**src/rtl/nes_pkg.sv**
```systemverilog
// nes_pkg: shared scan states, button bit positions and register offsets for the NES pad reader.
package nes_pkg;
    typedef enum logic [2:0] {IDLE, LATCH, SETTLE, PULSE, DONE} scan_state_t;
    localparam int BTN_A      = 0;
    localparam int BTN_B      = 1;
    localparam int BTN_SELECT = 2;
    localparam int BTN_START  = 3;
    localparam int BTN_UP     = 4;
    localparam int BTN_DOWN   = 5;
    localparam int BTN_LEFT   = 6;
    localparam int BTN_RIGHT  = 7;
    localparam logic [7:0] REG_SERIAL = 8'd0;
    localparam logic [7:0] REG_SNAP   = 8'd1;
    localparam logic [7:0] REG_STAT   = 8'd2;
endpackage

```
**src/rtl/nes_pad_scanner.sv**
```systemverilog
// nes_pad_scanner: free-running joypad scan FSM driving latch/clock pins and capturing 8 button bits.
module nes_pad_scanner
    import nes_pkg::*;
#(
    parameter int CLK_DIV     = 6,
    parameter int POLL_PERIOD = 1000
) (
    input  logic       clk,
    input  logic       rst_n,
    input  logic       pad_data,
    output logic       pad_latch,
    output logic       pad_clk,
    output logic       busy,
    output logic       commit,
    output logic [7:0] work,
    output logic [7:0] snapshot
);
    localparam int PW = $clog2(POLL_PERIOD);
    localparam int DW = $clog2(2 * CLK_DIV);
    localparam logic [PW-1:0] POLL_END  = PW'(POLL_PERIOD - 1);
    localparam logic [DW-1:0] LATCH_END = DW'(2 * CLK_DIV - 1);
    localparam logic [DW-1:0] PHASE_END = DW'(CLK_DIV - 1);

    scan_state_t   state, state_nxt;
    logic [PW-1:0] poll_cnt;
    logic [DW-1:0] div_cnt;
    logic [2:0]    idx;

    always_ff @(posedge clk or negedge rst_n)
        if (!rst_n) state <= IDLE;
        else        state <= state_nxt;

    always_comb begin
        state_nxt = state;
        case (state)
            IDLE:    if (poll_cnt == POLL_END) state_nxt = LATCH;
            LATCH:   if (div_cnt == LATCH_END) state_nxt = SETTLE;
            SETTLE:  if (div_cnt == PHASE_END) state_nxt = (idx == 3'd7) ? DONE : PULSE;
            PULSE:   if (div_cnt == PHASE_END) state_nxt = SETTLE;
            default: state_nxt = IDLE;
        endcase
    end

    always_comb begin
        pad_latch = state == LATCH;
        pad_clk   = state == PULSE;
        busy      = state != IDLE;
        commit    = state == DONE;
    end

    // The divider restarts on every state change so each phase gets its full width.
    always_ff @(posedge clk or negedge rst_n)
        if (!rst_n) begin
            poll_cnt <= '0;
            div_cnt  <= '0;
            idx      <= '0;
            work     <= '0;
            snapshot <= '0;
        end else begin
            poll_cnt <= (state == IDLE && poll_cnt != POLL_END) ? poll_cnt + 1'b1 : '0;
            div_cnt  <= (state != state_nxt || state == IDLE || state == DONE) ? '0 : div_cnt + 1'b1;
            if (state == LATCH)
                idx <= '0;
            else if (state == PULSE && state_nxt == SETTLE)
                idx <= idx + 3'd1;
            if (state == SETTLE && div_cnt == PHASE_END)
                work[idx] <= ~pad_data;
            if (state == DONE)
                snapshot <= work;
        end
endmodule

```
**src/rtl/nes_pad_reader.sv**
```systemverilog
// nes_pad_reader: bus responder exposing the NES pad as a $4016-style serial port,
// a parallel snapshot and a status register.
module nes_pad_reader
    import nes_pkg::*;
#(
    parameter logic [7:0] BASE_ADDR   = 8'h16,
    parameter int         CLK_DIV     = 6,
    parameter int         POLL_PERIOD = 1000
) (
    input  logic       clk,
    input  logic       rst_n,
    input  logic [7:0] bus_addr,
    input  logic [7:0] bus_wdata,
    input  logic       bus_we,
    input  logic       bus_re,
    output logic [7:0] bus_rdata,
    output logic       bus_rvalid,
    output logic       pad_latch,
    output logic       pad_clk,
    input  logic       pad_data
);
    logic       busy, commit, strobe, new_data;
    logic [7:0] work, snapshot, shift, snap_now, rdata_nxt;
    logic       sel_serial, sel_snap, sel_stat, mapped, wr_serial, rd_serial;
    logic       unused_wdata;

    nes_pad_scanner #(.CLK_DIV(CLK_DIV), .POLL_PERIOD(POLL_PERIOD)) u_scanner (
        .clk(clk),
        .rst_n(rst_n),
        .pad_data(pad_data),
        .pad_latch(pad_latch),
        .pad_clk(pad_clk),
        .busy(busy),
        .commit(commit),
        .work(work),
        .snapshot(snapshot)
    );

    assign unused_wdata = ^bus_wdata[7:1];
    assign sel_serial   = bus_addr == BASE_ADDR + REG_SERIAL;
    assign sel_snap     = bus_addr == BASE_ADDR + REG_SNAP;
    assign sel_stat     = bus_addr == BASE_ADDR + REG_STAT;
    assign mapped       = sel_serial | sel_snap | sel_stat;
    assign wr_serial    = bus_we & sel_serial;
    assign rd_serial    = bus_re & sel_serial;
    // A strobed shift register must see a snapshot being committed this very cycle.
    assign snap_now     = commit ? work : snapshot;

    always_comb
        rdata_nxt = sel_serial ? {7'b0, shift[0]} : sel_snap ? snapshot : {6'b0, new_data, busy};

    always_ff @(posedge clk or negedge rst_n)
        if (!rst_n) begin
            bus_rdata  <= '0;
            bus_rvalid <= 1'b0;
            strobe     <= 1'b0;
            shift      <= '0;
            new_data   <= 1'b0;
        end else begin
            bus_rvalid <= bus_re & mapped;
            if (bus_re && mapped)
                bus_rdata <= rdata_nxt;
            if (wr_serial)
                strobe <= bus_wdata[0];
            if (strobe || (wr_serial && bus_wdata[0]))
                shift <= snap_now;
            else if (rd_serial)
                shift <= {1'b1, shift[7:1]};
            if (commit)
                new_data <= 1'b1;
            else if (bus_re && sel_stat)
                new_data <= 1'b0;
        end
endmodule
```
**config.mk**
```make
export PLATFORM = sky130hd
export DESIGN_NAME = nes_pad_reader
export DESIGN_NICKNAME = d
export VERILOG_FILES = /design/src/rtl/nes_pkg.sv /design/src/rtl/nes_pad_scanner.sv /design/src/rtl/nes_pad_reader.sv
export SDC_FILE = /design/constraint.sdc
export NUM_CORES = 1
export LEC_CHECK = 0
export BUFFER_PORTS_ARGS = -buffer_cell sky130_fd_sc_hd__buf_2
export CAP_MARGIN = 25
export CORE_ASPECT_RATIO = 0.75
export CORE_MARGIN = 4
export CORE_UTILIZATION = 57
export DETAILED_ROUTE_END_ITERATION = 10
export PLACE_DENSITY = 0.83
export RECOVER_POWER = 100
export SETUP_SLACK_MARGIN = 0.2
export SLEW_MARGIN = 20
export SYNTH_ARGS = -nofsm -noshare
export SYNTH_HDL_FRONTEND = slang
export SYNTH_SLANG_ARGS = --single-unit
```
**constraint.sdc**
```tcl
create_clock -name clk -period 2.1 [get_ports clk]
set_input_delay 0.315 -clock clk [delete_from_list [all_inputs] [get_ports clk]]
set_output_delay 0.315 -clock clk [all_outputs]
set_load 0.05 [all_outputs]
```
==> metrics.md, run 1 <==
| Metric | Value |
|---|---|
| Worst Path Required | 2350 ps |
| Most used DFF post-synth | dfrtp_1 |
| Cell depth of the worst setup path | 6 |
| Hold/Removal Path Class | in -> reg |
| Switching pwr | 485.5 µW |
| Post-synthesis mux area share | 0.08580 |
| Synth cell types | 44 |
| Clock sink total | 55 |
| CP Capture Type | flip-flop |
| Area Growth Syn to Fin | 11.06% |
| Clock share of power | 0.377 |
| Hold Crit Endpoint | u_scanner.work[4] |
| Total global routing track utilization | 0.1845 |
| Largest net degree at the start of global routing | 32 |
| Via count | 1821 |
| Critical Path Start Type | flip-flop |
| Most area-hungry cell type in the Yosys netlist | dfrtp_1 |
| Num CTS Buffers | 5 |
| Residual DRC | 0 |
| Final setup violation count | 0 |
| Footprint of the multi-input gates | 1096 µm² |
| Ys Warns | 0 |
| Core area | 4467 µm² |
| Largest family of logic cells by synthesized area | simple AND/OR/NAND/NOR gates |
| Worst VDD drop | 0.4825 mV |
| Max incr delay on CP | 490 ps |
| FF-to-FF path depth | 6 |
| Worst Max-Slew Pin Slew | 1420 ps |
| XOR/XNOR Fraction of Synth Area | 0.03337 |
| Clock Skews | 11.62 ps |
| WP buf/inv | 1 |
| DP HPWL | 3564 µm |
| Slew Limit Fails | 0 |
| CP top delay family | simple AND/OR/NAND/NOR gates |
| FF-to-FF End | u_scanner.work[4] |
| Input/output buffers | 24 |
| Die height | 66.77 µm |
| Wire length of the first global-routing pass | 8162 µm |
| Final hold vios | 0 |
| Max Fanout on Critical Path | 6 |
| Achievable Freq | 530.7 MHz |
| Syn Inst Count | 244 |
| CP Cell Sequence | inv_1 > ha_1 > nand4b_1 > or4_4 > nor3b_1 > mux2i_1 |
| Fillcell total | 327 |
| Wire length per cell | 15.10 µm |
| Layout cells sized above 1 | 0.1213 |
| Post-Synth Simple-Gate Area | 0.1830 |
| Largest cells by area after synthesis | dfrtp_1, mux2i_1, nor2_1 |
| Top-count cell post-synth | dfrtp_1 |
| Critical Path AT | 2130 ps |
| Hold depth | 2 |
| Hold slack final | 284.1 ps |
| Seq/Total Area, Yosys | 0.5243 |
| Top cell type's share of synthesized area | 0.5243 |
| Grt ovf | 0 |
| Compound-Gate Fraction of Synth Area | 0.1025 |
| Most instantiated cells after synthesis | dfrtp_1, nor2_1, inv_1, mux2i_1, nand2_1 |
| Slowest cell on the critical path | or4_4 |
| Crit path kind | reg -> reg |
| DRT Wirelength | 4968 µm |
| Net Sw Frac | 0.2228 |
| Root cell of the clock tree | clkbuf_8 |
| Post-route ant nets | 0 |
| Min cycle time layout | 1884 ps |
| RePlAce Congestion | 0.7821 |
| Inst Count DP | 320 |
| EDFF count, synth | 0 |
| Number of buffers added for setup after CTS | 0 |
| Period utilization | 0.8973 |
| Worst-Skew Late Latency | 310 ps |
| Total power | 2.179 mW |
| Worst r2r src | u_scanner.div_cnt[1] |
| Rows | 21 |
| Synth async-reset ratio | 1.000 |
| Rel. slew slack | 0.05345 |
| Max_cap viols | 0 |
| Antenna cells | 0 |
| Clk slew on worst S/H paths | 100 ps |
| DIE WIDTH | 86.36 µm |
| Net Count, Synth | 270 |
| IO Count | 32 |
| Starting density of the core | 0.5877 |
| Power Dens Cells | 747.4 nW/µm² |
| Synthesized area | 2625 µm² |
| RSZ-0062 raised after global routing | no |
| Flops & latches, synth | 55 |
| Hold_sp | pad_data |
| CTS max path bufs | 2 |
| Htree depth | 2 |
| Reg2Reg Setup Slack | 220 ps |
| Cell Count, Final, Fillers Out | 329 |
| Die area | 5766 µm² |
| DR iter-0 viols | 105 |
| Initial antenna violation count | 0 |
| Avg Inst Size Synth | 10.76 µm² |
| DR pass1 iterations | 4 |
| CTS tree | yes |
| Cell internal pwr | 1.694 mW |
| Vias per Instance | 5.535 |
| Vias in the first global route | 1655 |
| FF+latch area | 1376 µm² |
| Post-Synth Adder-Cell Area | 0.02383 |
| Logic pwr share | 0.081 |
| Setup TNS | 0 ps |
| Status | completed |
| NumNets Final | 297 |
| Flop pwr share | 0.542 |
| Leak | 1.378 nW |
## sequential cells by signal, indices dropped and copies added, names as in the netlist, 3 cells and up
signal              count
shift                   8
u_scanner.snapshot      8
u_scanner.div_cnt       4
bus_rdata               8
u_scanner.poll_cnt     10
u_scanner.state         3
u_scanner.work          8
u_scanner.idx           3
## through the flow
step                setup slack [ps]    util  area (µm²)
floorplan                      398.9       -        2625
CTS                            236.0  0.6636        2964
finish                         215.6  0.6527        2915
global route                   116.9  0.6527        2915
global placement               367.5  0.6308        2818
detailed placement             253.4  0.6308        2818
## worst max path at each step
stage | endpoint | start | slack, ps
detailed placement | u_scanner.work[4] | u_scanner.div_cnt[1] | 250
global route | u_scanner.work[4] | u_scanner.div_cnt[1] | 120
floorplan | pad_clk | u_scanner.state[2] | 400
global placement | u_scanner.work[4] | u_scanner.div_cnt[1] | 370
CTS | u_scanner.work[4] | u_scanner.div_cnt[1] | 240
finish | u_scanner.work[4] | u_scanner.div_cnt[1] | 220
## layout by cell type, fill, tap and decap left out, types with 7 or more instances in the layout
cell      count
mux2i_1      18
nor3_1        7
o21ai_0      12
inv_1        18
a21oi_1      11
nor2_1       25
dfrtp_1      55
nand2_1      17
clkbuf_1     12
buf_2        12
## kinds of logic (layout without fill, tap and decap cells)
logic type | Yosys count | in the layout
and+or+nand+nor | 83 | 83
DFF | 55 | 55
AOI/OAI and AO/OA | 40 | 40
buffers and inverters | 29 | 57
muxes | 22 | 22
xor gates and xnor gates | 10 | 10
adders and majority gates | 5 | 5
## area by class of cell
type                    count  share of cell area
repair buffers             31             0.05751
clock buffers               5             0.02361
inverters                  18             0.02318
clock inverters             3             0.02318
well taps                  57             0.02446
flip-flops and latches     55              0.4721
multi-input cells         160              0.3760
## routing by layer
layer / global-route usage / vias up / part of all wire
met5: 0 / - / 0
met4: 0.04086 / 0 / 0.0085
met3: 0.04326 / 6 / 0.044
met2: 0.2672 / 38 / 0.44
met1: 0.2798 / 875 / 0.50
li1: - / 902 / -
## power groups by stage
stage | Combinational, mW | Sequential [mW] | Clock, mW
6_report | 0.177 | 1.18 | 0.822
5_1_grt | 0.206 | 1.19 | 0.881
4_1_cts | 0.186 | 1.18 | 0.834
3_5_place_dp | 0.181 | 1.20 | 0
3_3_place_gp | 0.175 | 1.20 | 0
2_1_floorplan | 0.108 | 1.20 | 0
## timing repair
item,in CTS,in global routing
endpoints found under the setup margin,0,4
gates resized for setup,0,3
endpoints found under the hold margin,7,0
hold buffers,1,0
Power figures use the tool's default switching activity.
==> run 2, diff against run 1 <==
- RECOVER_POWER: 100 -> default
==> metrics.md, run 2 (synthesis gave the netlist of run 1 again) <==
| Metric | Value |
|---|---|
| Status | completed |
| NumNets Final | 297 (unchanged) |
| DIE WIDTH | 86.36 µm (unchanged) |
| Worst VDD drop | 0.4859 mV (+0.72%) |
| CP Capture Type | output port |
| Via count | 1814 (-0.38%) |
| Number of buffers added for setup after CTS | 0 (unchanged) |
| DP HPWL | 3564 µm (unchanged) |
| Total global routing track utilization | 0.1845 (unchanged) |
| Max Fanout on Critical Path | 9 (+3) |
| Top Layer Used | met4 |
| Hold depth | 2 (unchanged) |
| Initial antenna violation count | 0 (unchanged) |
| Die area | 5766 µm² (unchanged) |
| Wire length of the first global-routing pass | 8162 µm (unchanged) |
| Post-route cell area | 2972 µm² (+1.9%) |
| Grt ovf | 0 (unchanged) |
| Clk slew on worst S/H paths | 100 ps (about the same) |
| Critical Path Start Type | flip-flop |
| FF-to-FF path depth | 6 (unchanged) |
| Period utilization | 0.8623 (-0.03503) |
| Clock sink total | 55 (unchanged) |
| Slew Limit Fails | 0 (unchanged) |
| Num CTS Buffers | 5 (unchanged) |
| Die height | 66.77 µm (unchanged) |
| Largest net degree at the start of global routing | 32 (unchanged) |
| Hold/Removal Path Class | in -> reg |
| Post-Route Utilization | 0.6653 (+0.01260) |
| DR iter-0 viols | 98 (-6.7%) |
| Input/output buffers | 24 (unchanged) |
| IO Count | 32 (unchanged) |
| Area Growth Syn to Fin | 13.20% |
| CTS tree | yes |
| Residual DRC | 0 (unchanged) |
| RSZ-0062 raised after global routing | no |
| DRT Wirelength | 4940 µm (-0.56%) |
| Min cycle time layout | 1811 ps (-73.56 ps) |
| Starting density of the core | 0.5877 (unchanged) |
| Worst-Skew Late Latency | 310 ps (about the same) |
| Wire length on met3 | 215 µm (-2.7%) |
| Achievable Freq | 552.2 MHz (+4.1%) |
| Crit path kind | reg -> out |
| Worst Max-Slew Pin Slew | 583.9 ps (-835.9 ps) |
| Vias per Instance | 5.514 (-0.38%) |
| Leak | 1.436 nW (+4.2%) |
| Final setup violation count | 0 (unchanged) |
| Critical Path AT | 1500 ps (-630 ps) |
| Rel. slew slack | 0.6107 (+0.5573) |
| Most frequent cells in the layout | dfrtp_1, nor2_1, buf_2, inv_1, mux2i_1 |
| Setup TNS | 0 ps (unchanged) |
| Final hold vios | 0 (unchanged) |
| Final worst slack | 289.1 ps (+73.56 ps) |
| Power Dens Cells | 736.1 nW/µm² (-1.5%) |
| Commonest non-fill, non-tap cell in the layout | dfrtp_1 |
| Post-route ant nets | 0 (unchanged) |
| Rows | 21 (unchanged) |
| Core area | 4467 µm² (unchanged) |
| Vias in the first global route | 1655 (unchanged) |
| Layout cells sized above 1 | 0.1875 (+0.06618) |
| Largest register FFs | 10 (unchanged) |
| Met2 wire length | 2185 µm (-1.1%) |
| Root cell of the clock tree | clkbuf_8 |
| Max_cap viols | 0 (unchanged) |
| Setup WS pre-CTS | 253.4 ps (unchanged) |
| CTS max path bufs | 2 (unchanged) |
| Clock Skews | 10.58 ps (-1.037 ps) |
| RePlAce Congestion | 0.7821 (unchanged) |
| Worst Path Required | 1780 ps (-570 ps) |
| DRT met1 WL | 2487 µm (-0.32%) |
| DR pass1 iterations | 4 (unchanged) |
| Htree depth | 2 (unchanged) |
| Largest register by flop count | u_scanner.poll_cnt |
| Total power | 2.188 mW (+0.39%) |
| Post-DP Area | 2818 µm² (unchanged) |
| Wire length per cell | 15.02 µm (-0.56%) |
| Antenna cells | 0 (unchanged) |
## run 2: changes by cell type in the layout (fill, tap and decap cells not counted), sizes merged
| cell | before | now |
|---|---|---|
| buf | 16 | 30 |
| clkbuf | 19 | 5 |
## run 2: final timing paths
check	end	start	slack, ps
setup reg to reg	u_scanner.work[4]	u_scanner.div_cnt[1]	320
setup / recovery	pad_latch	u_scanner.state[2]	290
min in group asynchronous	u_scanner.idx[0]	rst_n	520
hold reg to reg	bus_rdata[3]	bus_rdata[3]	480
max in group asynchronous	u_scanner.state[0]	rst_n	1010
hold / removal	u_scanner.work[4]	pad_data	280
## run 2: cell type report
type                       instances  area, µm²
clock buffer                       5      68.82
clock inverter                     3      67.56
fill                             315       1495
inverter                          18      67.56
multi-input combinational        160       1131
sequential                        55       1378
tap                               57      71.32
timing repair buffer              31      187.7
## run 2: timing repair
action,4_1_cts,5_1_grt
hold buffers,1,0
endpoints found under the setup margin,0,4
endpoints found under the hold margin,7,0
gates resized for setup,0,3
## run 2: worst max-delay path: stages (launching register included)
cell and delay [ps]:
dfrtp_1 520, nand2b_2 300, nor2_1 110, buf_2 260
## run 2: stage by stage
step / hold WS, ps / instances
3_3_place_gp: 335.0 / 320
5_1_grt: 302.9 / 329
6_report: 284.1 / 329
4_1_cts: 282.3 / 329
2_1_floorplan: 19.41 / 244
3_5_place_dp: 337.0 / 320
## run 2: where the power goes
part	switching, mW	total [mW]	internal (mW)
Clock	0.349	0.825	0.475
Combinational	0.100	0.182	0.0815
Sequential	0.0415	1.18	1.14
Total	0.491	2.19	1.70
## run 2: layer usage
metal  up-vias  GRT usage
li1        896          -
met1       871     0.2798
met2        39     0.2672
met3         8    0.04326
met4         0    0.04086
met5         -          0
